===== src/rtl/vec_rf_pkg.sv =====
// Shared types, default sizes and lane-mask helper for the vector register file.
package vec_rf_pkg;

    localparam int DEF_REG_SIZE = 8;
    localparam int DEF_REG_QTY  = 8;
    localparam int DEF_VEC_SIZE = 4;
    localparam int MAX_LANES    = 32;

    typedef logic [DEF_REG_SIZE-1:0] lane_t;
    typedef lane_t [DEF_VEC_SIZE-1:0] vec_t;

    // Scalar writebacks touch lane 0 only; callers truncate to their lane count.
    function automatic logic [MAX_LANES-1:0] eff_mask(input logic                 wr_scalar,
                                                      input logic [MAX_LANES-1:0] wr_mask);
        logic [MAX_LANES-1:0] m;
        m = wr_scalar ? {{(MAX_LANES-1){1'b0}}, 1'b1} : wr_mask;
        return m;
    endfunction

endpackage


===== src/rtl/vec_rf_scoreboard.sv =====
// Per-register busy tracking and read-source hazard detection for issue stalls.
module vec_rf_scoreboard
    import vec_rf_pkg::*;
#(
    parameter int REG_QTY  = DEF_REG_QTY,
    parameter int ZERO_REG = 1,
    localparam int AW      = $clog2(REG_QTY)
) (
    input  logic               clk,
    input  logic               reset,
    input  logic               issue_en,
    input  logic [AW-1:0]      issue_dst,
    input  logic               wr_en,
    input  logic [AW-1:0]      wr_sel,
    input  logic [AW-1:0]      rd_sel1,
    input  logic [AW-1:0]      rd_sel2,
    output logic [REG_QTY-1:0] busy,
    output logic               hazard
);

    logic [REG_QTY-1:0] r_busy;
    logic [REG_QTY-1:0] w_busy_nxt;
    logic               w_hz1;
    logic               w_hz2;

    // A same-cycle issue wins over a completing writeback: the newer producer is still pending.
    always_comb begin
        w_busy_nxt = r_busy;
        for (int r = 0; r < REG_QTY; r++) begin
            if (issue_en && issue_dst == AW'(r)) begin
                w_busy_nxt[r] = 1'b1;
            end else if (wr_en && wr_sel == AW'(r)) begin
                w_busy_nxt[r] = 1'b0;
            end
        end
        if (ZERO_REG != 0) begin
            w_busy_nxt[0] = 1'b0;
        end
    end

    always_ff @(posedge clk) begin
        if (reset) begin
            r_busy <= '0;
        end else begin
            r_busy <= w_busy_nxt;
        end
    end

    // Any writeback to the source completes its producer, even with a partial mask.
    always_comb begin
        w_hz1  = r_busy[rd_sel1] && !(wr_en && wr_sel == rd_sel1);
        w_hz2  = r_busy[rd_sel2] && !(wr_en && wr_sel == rd_sel2);
        hazard = w_hz1 | w_hz2;
        busy   = r_busy;
    end

endmodule


===== src/rtl/vec_reg_file_sb.sv =====
// Vector register file with per-lane masked writes, per-lane write bypass and hazard scoreboard.
module vec_reg_file_sb
    import vec_rf_pkg::*;
#(
    parameter int REG_SIZE = DEF_REG_SIZE,
    parameter int REG_QTY  = DEF_REG_QTY,
    parameter int VEC_SIZE = DEF_VEC_SIZE,
    parameter int ZERO_REG = 1,
    localparam int AW      = $clog2(REG_QTY)
) (
    input  logic                               clk,
    input  logic                               reset,
    input  logic [AW-1:0]                      rd_sel1,
    input  logic [AW-1:0]                      rd_sel2,
    output logic [VEC_SIZE-1:0][REG_SIZE-1:0]  rd_data1,
    output logic [VEC_SIZE-1:0][REG_SIZE-1:0]  rd_data2,
    input  logic                               wr_en,
    input  logic [AW-1:0]                      wr_sel,
    input  logic                               wr_scalar,
    input  logic [VEC_SIZE-1:0]                wr_mask,
    input  logic [VEC_SIZE-1:0][REG_SIZE-1:0]  wr_data,
    input  logic                               issue_en,
    input  logic [AW-1:0]                      issue_dst,
    output logic                               hazard,
    output logic [REG_QTY-1:0]                 busy
);

    logic [VEC_SIZE-1:0][REG_SIZE-1:0] r_regs [REG_QTY];
    logic [VEC_SIZE-1:0]               w_em;
    logic                              w_wr_drop;

    assign w_em      = VEC_SIZE'(eff_mask(wr_scalar, MAX_LANES'(wr_mask)));
    assign w_wr_drop = (ZERO_REG != 0) && (wr_sel == '0);

    always_ff @(posedge clk) begin
        if (reset) begin
            for (int r = 0; r < REG_QTY; r++) begin
                r_regs[r] <= '0;
            end
        end else if (wr_en && !w_wr_drop) begin
            for (int i = 0; i < VEC_SIZE; i++) begin
                if (w_em[i]) begin
                    r_regs[wr_sel][i] <= wr_data[i];
                end
            end
        end
    end

    // Bypass is per lane; the hard-wired zero register overrides it.
    always_comb begin
        rd_data1 = r_regs[rd_sel1];
        rd_data2 = r_regs[rd_sel2];
        for (int i = 0; i < VEC_SIZE; i++) begin
            if (wr_en && wr_sel == rd_sel1 && w_em[i]) begin
                rd_data1[i] = wr_data[i];
            end
            if (wr_en && wr_sel == rd_sel2 && w_em[i]) begin
                rd_data2[i] = wr_data[i];
            end
        end
        if ((ZERO_REG != 0) && rd_sel1 == '0) begin
            rd_data1 = '0;
        end
        if ((ZERO_REG != 0) && rd_sel2 == '0) begin
            rd_data2 = '0;
        end
    end

    vec_rf_scoreboard #(
        .REG_QTY  (REG_QTY),
        .ZERO_REG (ZERO_REG)
    ) u_scoreboard (
        .clk       (clk),
        .reset     (reset),
        .issue_en  (issue_en),
        .issue_dst (issue_dst),
        .wr_en     (wr_en),
        .wr_sel    (wr_sel),
        .rd_sel1   (rd_sel1),
        .rd_sel2   (rd_sel2),
        .busy      (busy),
        .hazard    (hazard)
    );

endmodule


===== config.mk =====
export PLATFORM = sky130hd
export DESIGN_NAME = vec_reg_file_sb
export DESIGN_NICKNAME = d
export VERILOG_FILES = /design/src/rtl/vec_rf_pkg.sv /design/src/rtl/vec_rf_scoreboard.sv /design/src/rtl/vec_reg_file_sb.sv
export SDC_FILE = /design/constraint.sdc
export NUM_CORES = 1
export LEC_CHECK = 0
export CAP_MARGIN = 15
export CORE_UTILIZATION = 52
export CTS_BUF_LIST = sky130_fd_sc_hd__clkbuf_4 sky130_fd_sc_hd__clkbuf_8
export CTS_CLUSTER_DIAMETER = 120
export DETAILED_ROUTE_END_ITERATION = 16
export HOLD_SLACK_MARGIN = 0.03
export PLACE_DENSITY_LB_ADDON = 0.2
export SYNTH_ARGS = -nofsm -noshare
export SYNTH_HDL_FRONTEND = slang
export SYNTH_SLANG_ARGS = --single-unit

===== constraint.sdc =====
create_clock -name clk -period 2.5 [get_ports clk]
set_input_delay 0.5 -clock clk [delete_from_list [all_inputs] [get_ports clk]]
set_output_delay 0.5 -clock clk [all_outputs]
set_load 0.1 [all_outputs]

Word level (Yosys, flattened, before mapping). Memory sizes are Yosys's and may differ from the RTL's. Index checks and enable logic that the tools add are counted.

Input bits: 53. Register bits after elaboration: 8. Logic and storage cells: 119. RAM bits: 256. Memories kept: 1.

Memories: r_regs (depth 8, width 32, read ports 2, clocked after memory_dff 0, wr ports 8, line vec_reg_file_sb.sv:28) `logic [VEC_SIZE-1:0][REG_SIZE-1:0] r_regs [REG_QTY];`.

Eq/ne operators: 16. $lt $le $gt $ge: 2. Reductions and logical operators: 41. Multiplexer cells: 50. Bitwise gates (word level): 1.

Operators with widths (count): 32-bit 2-to-1 mux (3); 8-bit 2-to-1 mux (8); 1-bit 2-to-1 mux (34); 32-bit OR reduction (1); 1-bit logical AND (27); 3-bit equality test, second input constant (8); 2-bit nonzero test (7); 3-bit by 2-bit equality test with 1-bit output, second input constant (4); 3-bit zero test (3); 3-bit by 4-bit less-than comparator with 1-bit output, second input constant (2); 4-bit 2-to-1 mux (2); 1-bit binary-select mux with 3-bit select (2); 3-bit by 1-bit equality test with 1-bit output, second input constant (2); 3-bit equality test (2); 1-bit zero test (3); 3-bit 2-to-1 mux (1); 1-bit OR (1).

Logic depth before layout (Yosys ltp). Gate-level depths: netlist (run 1).

Depth after elaboration: 8. Gate-level depth with buffers: 7.

By module. From an unflattened synthesis (run 1), not the netlist that was laid out.

Cell total of the unflattened synthesis: 970. Area total of the unflattened synthesis: 14751.6 um^2.

Modules (own cells, without submodules): vec_reg_file_sb (area an instance 14243.7 um^2, cells an instance 908, times used 1); vec_rf_scoreboard (area an instance 508.0 um^2, cells an instance 62, times used 1).

Least setup slack after synthesis (run 1). Ideal clock, no wire load.

Kind: register to output. Start point: reg u_scoreboard.r_busy[5] (netlist: u_scoreboard.busy[5]). End point: out hazard. Arrival time: 4.860 ns. Path buffers: 0. Cell stages (with the launch flop): 4. Path slack: -2.860 ns. Cells stage by stage: dfxtp_1 > mux2_2 > a22oi_1 > o311ai_0.

Word-level cells in the longest chain between the ends: 4.

RTL lines: from (decl) (line vec_rf_scoreboard.sv:21) `logic [REG_QTY-1:0] r_busy;`; from (signal assigned) (line vec_rf_scoreboard.sv:45) `r_busy <= w_busy_nxt;`; 1-bit binary-select mux with 3-bit select (on tied branches) (line vec_rf_scoreboard.sv:51, vec_rf_scoreboard.sv:52); 1-bit 2-to-1 mux (on tied branches) (line vec_rf_scoreboard.sv:51, vec_rf_scoreboard.sv:52); 1-bit logical AND (on tied branches) (line vec_rf_scoreboard.sv:51, vec_rf_scoreboard.sv:52); 1-bit OR * (line vec_rf_scoreboard.sv:53) `hazard = w_hz1 | w_hz2;`; to (decl) (line vec_reg_file_sb.sv:24) `output logic hazard,`.

Every way passes the cells marked *; elsewhere a longest branch is shown, timed or not. The select of a mux whose other input is x is not followed.

==> reports/metrics.yaml, run 1 <==
placement:
  place.gp.congestion: 0.9019
  io_buffers: 124
  hpwl_um: 29050
critical_path:
  arrival_ns: 2.18
  critical_path.startpoint_type: "flip-flop"
  critPathSlowestCell: "mux4_2"
  r2r_start: "u_scoreboard.busy[5]$_SDFFE_PP0P_"
  worstPathBufferInverterCount: 1
  endpoint_kind: "output port"
  crit_path_start: "r_regs[5][26]$_SDFFCE_PN0P_"
  crit_chain: "mux4_2, mux2_4, a22o_4, buf_12"
  path_class: "flip-flop to output port"
  cp.required_ns: 2.00
  reg2reg_to: "u_scoreboard.busy[5]$_SDFFE_PP0P_"
  critical_path.max_stage_delay_ns: 0.51
  crit_cells: 4
  crit_family: "multiplexers"
  r2r_setup_slack_ns: 1.72
  critPathMaxFanout: 2
  reg2regPathDepth: 2
routing:
  wire_per_inst_um: 25.48
  drc: 0
  first_pass_iters: 6
  ant_nets: 0
  detail_route.iter0.violations: 1359
  avgViaCountPerCell: 6.205
  routed_wl_um: 44490
  vias: 10830
clock_tree:
  cts_tree: "done"
  numClockSinks: 263
  cts_max_level: 2
  clock_path_buffers: 3
  cts-root-buf: "clkbuf_8"
  clk-insertion-delay-late_ns: 0.55
  cts_inserted_buffers: 45
  cts.reportedPaths.clkPinSlew_ns: 0.06
grt:
  grt_usage_pct: 31.84
  grt_remaining_overflow: 0
  grt_pass1_wl_um: 66650
  grt_pass1_vias: 10990
  grt_max_degree: 27
  antenna_found_initial: 2
synthesis:
  syn_avg_cell_area_sq_um: 14.79
  synthesis.area_sq_um: 14660
  synth_ff_type: "edfxtp_1"
  synthTopCellsByArea: "edfxtp_1, mux4_2, and2_1"
  yosysMostFrequentCell: "edfxtp_1"
  ys_seq_area_share_pct: 53.41
  synth_top_area_share_pct: 52.45
  synthCells: 991
  synth_common_cells: "edfxtp_1, and2_1, mux4_2"
  synth-seq-cells: 263
  yosys_warnings: 0
  synthArstFlopShare_pct: 0
  synth_edf_count: 256
  yosysTopAreaCell: "edfxtp_1"
  synth_cell_types: 48
hold_path:
  whs_path_depth: 3
  hold_path.class: "input port to flip-flop"
  hp-start: "reset"
  worstHoldEndpoint: "u_scoreboard.busy[4]$_SDFFE_PP0P_"
power:
  power_density_nw_per_um2: 621.7
  peakVddDrop_v: 0.0004186
  p_leak_uw: 0.007803
die:
  die_area_sq_um: 28860
  die_x_um: 169.9
  io_pins: 126
  num_rows: 61
  die_h_um: 169.9
  coreArea_sq_um: 27780
  start_util_pct: 52.75
status:
  outcome: "complete, but fails checks"
  violations: "setup timing"
timing:
  min_period_over_period_pct: 107.3
  drv_slew: 0
  slew_headroom_pct: 53.35
  clock.fmax_mhz: 372.6
  setup_viol_count_final: 44
  whs_ns: 0.4914
  tightest_slew_ns: 0.6972
  worst_slack_ns: -0.1837
  tns_ns: -4.181
  final_hold_viol_count: 0
  fin_worst_skew_ns: 0
  grt_setup_unrepaired: "true"
  finalCriticalPeriod_ns: 2.684
cells_and_area:
  area_growth_syn_to_layout_pct: 42.70
  nets: 1389
  drive_gt1_share_pct: 47.48
flow_run:
  maxCapViolations: 0
area by class of cell:
class,instances,area [sq um]
Tap cell,378,473.0
Timing Repair Buffer,334,3941
Clock buffer,62,747.0
Sequential cell,263,7835
Clock inverter,16,93.84
Fill cell,1682,6869
Antenna cell,1,2.502
Multi-Input combinational cell,682,7782
Inverter,10,37.54
logic make-up (layout without fill, tap and decap cells):
group | count (synthesis) | in the layout | share of synthesized area (%)
simple gates | 324 | 324 | 13.11
flops | 263 | 263 | 53.41
mux | 196 | 196 | 24.09
xor+xnor | 6 | 6 | 0.4611
other cells | 1 | 34 | 0.02559
buf+inv | 78 | 422 | 2.775
compound gates | 123 | 123 | 6.130
power by group:
group          internal [uW]  switching (uW)  total [uW]
combinational           1730            2280        4010
clock                   2030            1720        3740
sequential              5100             149        5250
total                   8860            4140       13000
layout by cell type, fill, tap and decap left out, types with 31 or more instances in the layout:
master	instances
a22o_4	32
and2_1	194
buf_12	90
buf_4	164
clkbuf_8	45
clkdlybuf4s50_1	36
conb_1	33
edfxtp_1	256
mux4_2	122
nor2_1	32
o21ai_0	31
worst reg2reg max path, cell delays in order (launching register included):
cell,delay [ns]
dfxtp_1,0.42
o21ai_0,0.13
a21oi_1,0.17
layer usage:
metal  global-route usage, %  routed length [um]  up-vias
met3                   6.070                4368      114
met1                   43.33               16990     5470
li1                        -                   -     4618
met2                   50.66               21510      632
met5                       0                   0        -
met4                   13.20                1627        0
through the flow:
stage,worst slack (ns),cells,power [uW],utilization [%],cell area [sq um]
2_1_floorplan,-0.2475,1023,7673,-,15600
3_3_place_gp,-0.7506,1627,9000,68.46,19020
3_5_place_dp,-0.7639,1627,9053,68.46,19020
4_1_cts,-0.1839,1734,12930,74.30,20640
5_1_grt,-0.2233,1745,13360,75.27,20910
6_report,-0.1837,1746,13000,75.27,20910
flip-flops by register name, summed over array words and instances, names as in the netlist:
signal,count
r_regs,256
u_scoreboard.busy,7
worst max path at each step:
stage / end / slack (ns)
after detailed placement: rd_data2[29] / -0.76
after global routing: rd_data2[26] / -0.22
final: rd_data2[26] / -0.18
after floorplan: hazard / -0.25
after CTS: rd_data2[26] / -0.18
after global placement: rd_data2[1] / -0.75
repair_timing:
action	4_1_cts	5_1_grt
endpoints found under the setup margin	65	65
buffers inserted	27	12
gates cloned	3	0
resized for setup	124	46
pin swaps	33	13
hold buffers	0	0
endpoints found under the hold margin	0	0
No activity file was read; power rests on OpenSTA's default activity.
==> run 2: changes to the inputs <==
--- a/config.mk
+++ b/config.mk
@@ -6,6 +6,7 @@
 export NUM_CORES = 1
 export LEC_CHECK = 0
 export CAP_MARGIN = 15
+export CORE_MARGIN = 10
 export CORE_UTILIZATION = 52
 export CTS_BUF_LIST = sky130_fd_sc_hd__clkbuf_4 sky130_fd_sc_hd__clkbuf_8
 export CTS_CLUSTER_DIAMETER = 120
==> run 2 against run 1 <==
Against the previous run: the run still ends with setup timing left; clock-buffer cell count decreased by 11; first-iteration DRC count decreased by 13%; clock skew unchanged; flip-flop and latch count unchanged; global-route usage decreased by 6.5 points; die area increased by 22%; critical endpoint is now rd_data2[13].
==> reports/metrics.yaml, run 2 (synthesis results as in run 1) <==
die:
  num_rows: 61
  die_h_um: 187.9
  die_area_sq_um: 35300
  coreArea_sq_um: 27780
  io_pins: 126
  die_x_um: 187.9
  start_util_pct: 52.75
power:
  p_int_uw: 9059
  p_leak_uw: 0.007849
  power_density_nw_per_um2: 630.5
  p_clk_share_pct: 30.1
  combPwrFrac_pct: 30.5
  p_switching_uw: 4236
  p_seq_share_pct: 39.4
  peakVddDrop_v: 0.0004479
  sw_frac_of_total_pct: 31.86
cells_and_area:
  largest-register: "r_regs"
  drive_gt1_share_pct: 48.25
  final_cell_mix: "edfxtp_1, and2_1, buf_4, mux4_2, buf_12"
  final_common_cell: "edfxtp_1"
  largest_reg_flops: 256
  nets: 1396
  area_growth_syn_to_layout_pct: 43.87
clock_tree:
  cts_inserted_buffers: 45
  cts_max_level: 2
  cts-root-buf: "clkbuf_8"
  cts.reportedPaths.clkPinSlew_ns: 0.06
  numClockSinks: 263
  ctsHoldBuffers: 0
  clk-insertion-delay-late_ns: 0.56
  clock_path_buffers: 3
  cts_tree: "done"
critical_path:
  worstPathBufferInverterCount: 1
  crit_chain: "mux4_2, mux2_4, a22o_4, buf_12"
  crit_family: "multiplexers"
  path_class: "flip-flop to output port"
  r2r_setup_slack_ns: 1.71
  critPathMaxFanout: 2
  critical_path.startpoint_type: "flip-flop"
  cp.required_ns: 2.00
  endpoint_kind: "output port"
  critical_path.max_stage_delay_ns: 0.50
  critPathSlowestCell: "mux4_2"
  arrival_ns: 2.19
grt:
  antenna_found_initial: 5
  grt_remaining_overflow: 0
  grt_usage_pct: 25.36
  grt_pass1_vias: 11200
  grt_max_degree: 30
  grt_pass1_wl_um: 68450
status:
  violations: "setup timing"
  outcome: "complete, but fails checks"
timing:
  setup_viol_count_final: 49
  final_hold_viol_count: 0
  worst_slack_ns: -0.1895
  grt_setup_unrepaired: "true"
  slew_headroom_pct: 41.67
  drv_slew: 0
  min_period_over_period_pct: 107.6
  clock.fmax_mhz: 371.8
  finalCriticalPeriod_ns: 2.690
  fin_worst_skew_ns: 0
  whs_ns: 0.4884
  tightest_slew_ns: 0.8717
routing:
  ant_nets: 0
  avgViaCountPerCell: 6.236
  first_pass_iters: 5
  drc: 0
  wire_per_inst_um: 26.60
  routed_wl_um: 46710
  detail_route.iter0.violations: 1182
  vias: 10950
placement:
  io_buffers: 124
  place_ws_ns: -0.7828
  hpwl_um: 29720
  place.gp.congestion: 0.8968
hold_path:
  hold_path.class: "input port to flip-flop"
flow_run:
  maxCapViolations: 0
-- run 2: path summary, 6_finish.rpt --
check | from | end | cells past startpoint
setup / recovery | r_regs[5][13]$_SDFFCE_PN0P_ | rd_data2[13] | 4
hold / removal | reset | r_regs[0][7]$_SDFFCE_PN0P_ | 2
hold reg to reg | u_scoreboard.busy[3]$_SDFFE_PP0P_ | u_scoreboard.busy[3]$_SDFFE_PP0P_ | 2
setup reg to reg | u_scoreboard.busy[4]$_SDFFE_PP0P_ | u_scoreboard.busy[4]$_SDFFE_PP0P_ | 2
-- run 2: routing by layer --
metal	vias to the layer above	share of wire, %	global-route usage, %
li1	4638	-	-
met1	5494	37	31.96
met2	681	49	41.62
met3	135	10	5.696
met4	2	4.0	10.52
met5	-	0.028	0
-- run 2: power groups by stage --
stage | combinational (uW) | clock (uW) | sequential [uW]
6_report | 4050 | 4000 | 5240
5_1_grt | 4180 | 4250 | 5260
4_1_cts | 3950 | 4010 | 5230
3_5_place_dp | 3750 | 0 | 5320
3_3_place_gp | 3720 | 0 | 5300
2_1_floorplan | 2390 | 0 | 5290
-- run 2: stage by stage --
| stage | utilization, % | power (uW) | instance area, sq um | setup TNS, ns | cells |
|---|---|---|---|---|---|
| floorplan | - | 7673 | 15600 | -0.5677 | 1023 |
| global placement | 68.35 | 9023 | 18990 | -92.66 | 1618 |
| detailed placement | 68.35 | 9075 | 18990 | -100.09 | 1618 |
| CTS | 74.53 | 13190 | 20700 | -5.086 | 1736 |
| global route | 75.89 | 13690 | 21080 | -7.410 | 1755 |
| finish | 75.90 | 13300 | 21090 | -5.031 | 1756 |
-- run 2: timing repair --
item | CTS | global route
cloned | 2 | 1
pin swaps | 32 | 11
resized for setup | 115 | 47
setup buffers | 39 | 15
setup endpoints to repair | 65 | 65
-- run 2: area by class of cell --
| type | count | area, sq um |
|---|---|---|
| Timing Repair Buffer | 341 | 4024 |
| Antenna cell | 4 | 10.01 |
| Fill cell | 1660 | 6696 |
| Sequential cell | 263 | 7839 |
| Inverter | 10 | 37.54 |
| Clock buffer | 51 | 676.9 |
| Tap cell | 378 | 473.0 |
| Multi-Input combinational cell | 682 | 7799 |
| Clock inverter | 27 | 226.5 |
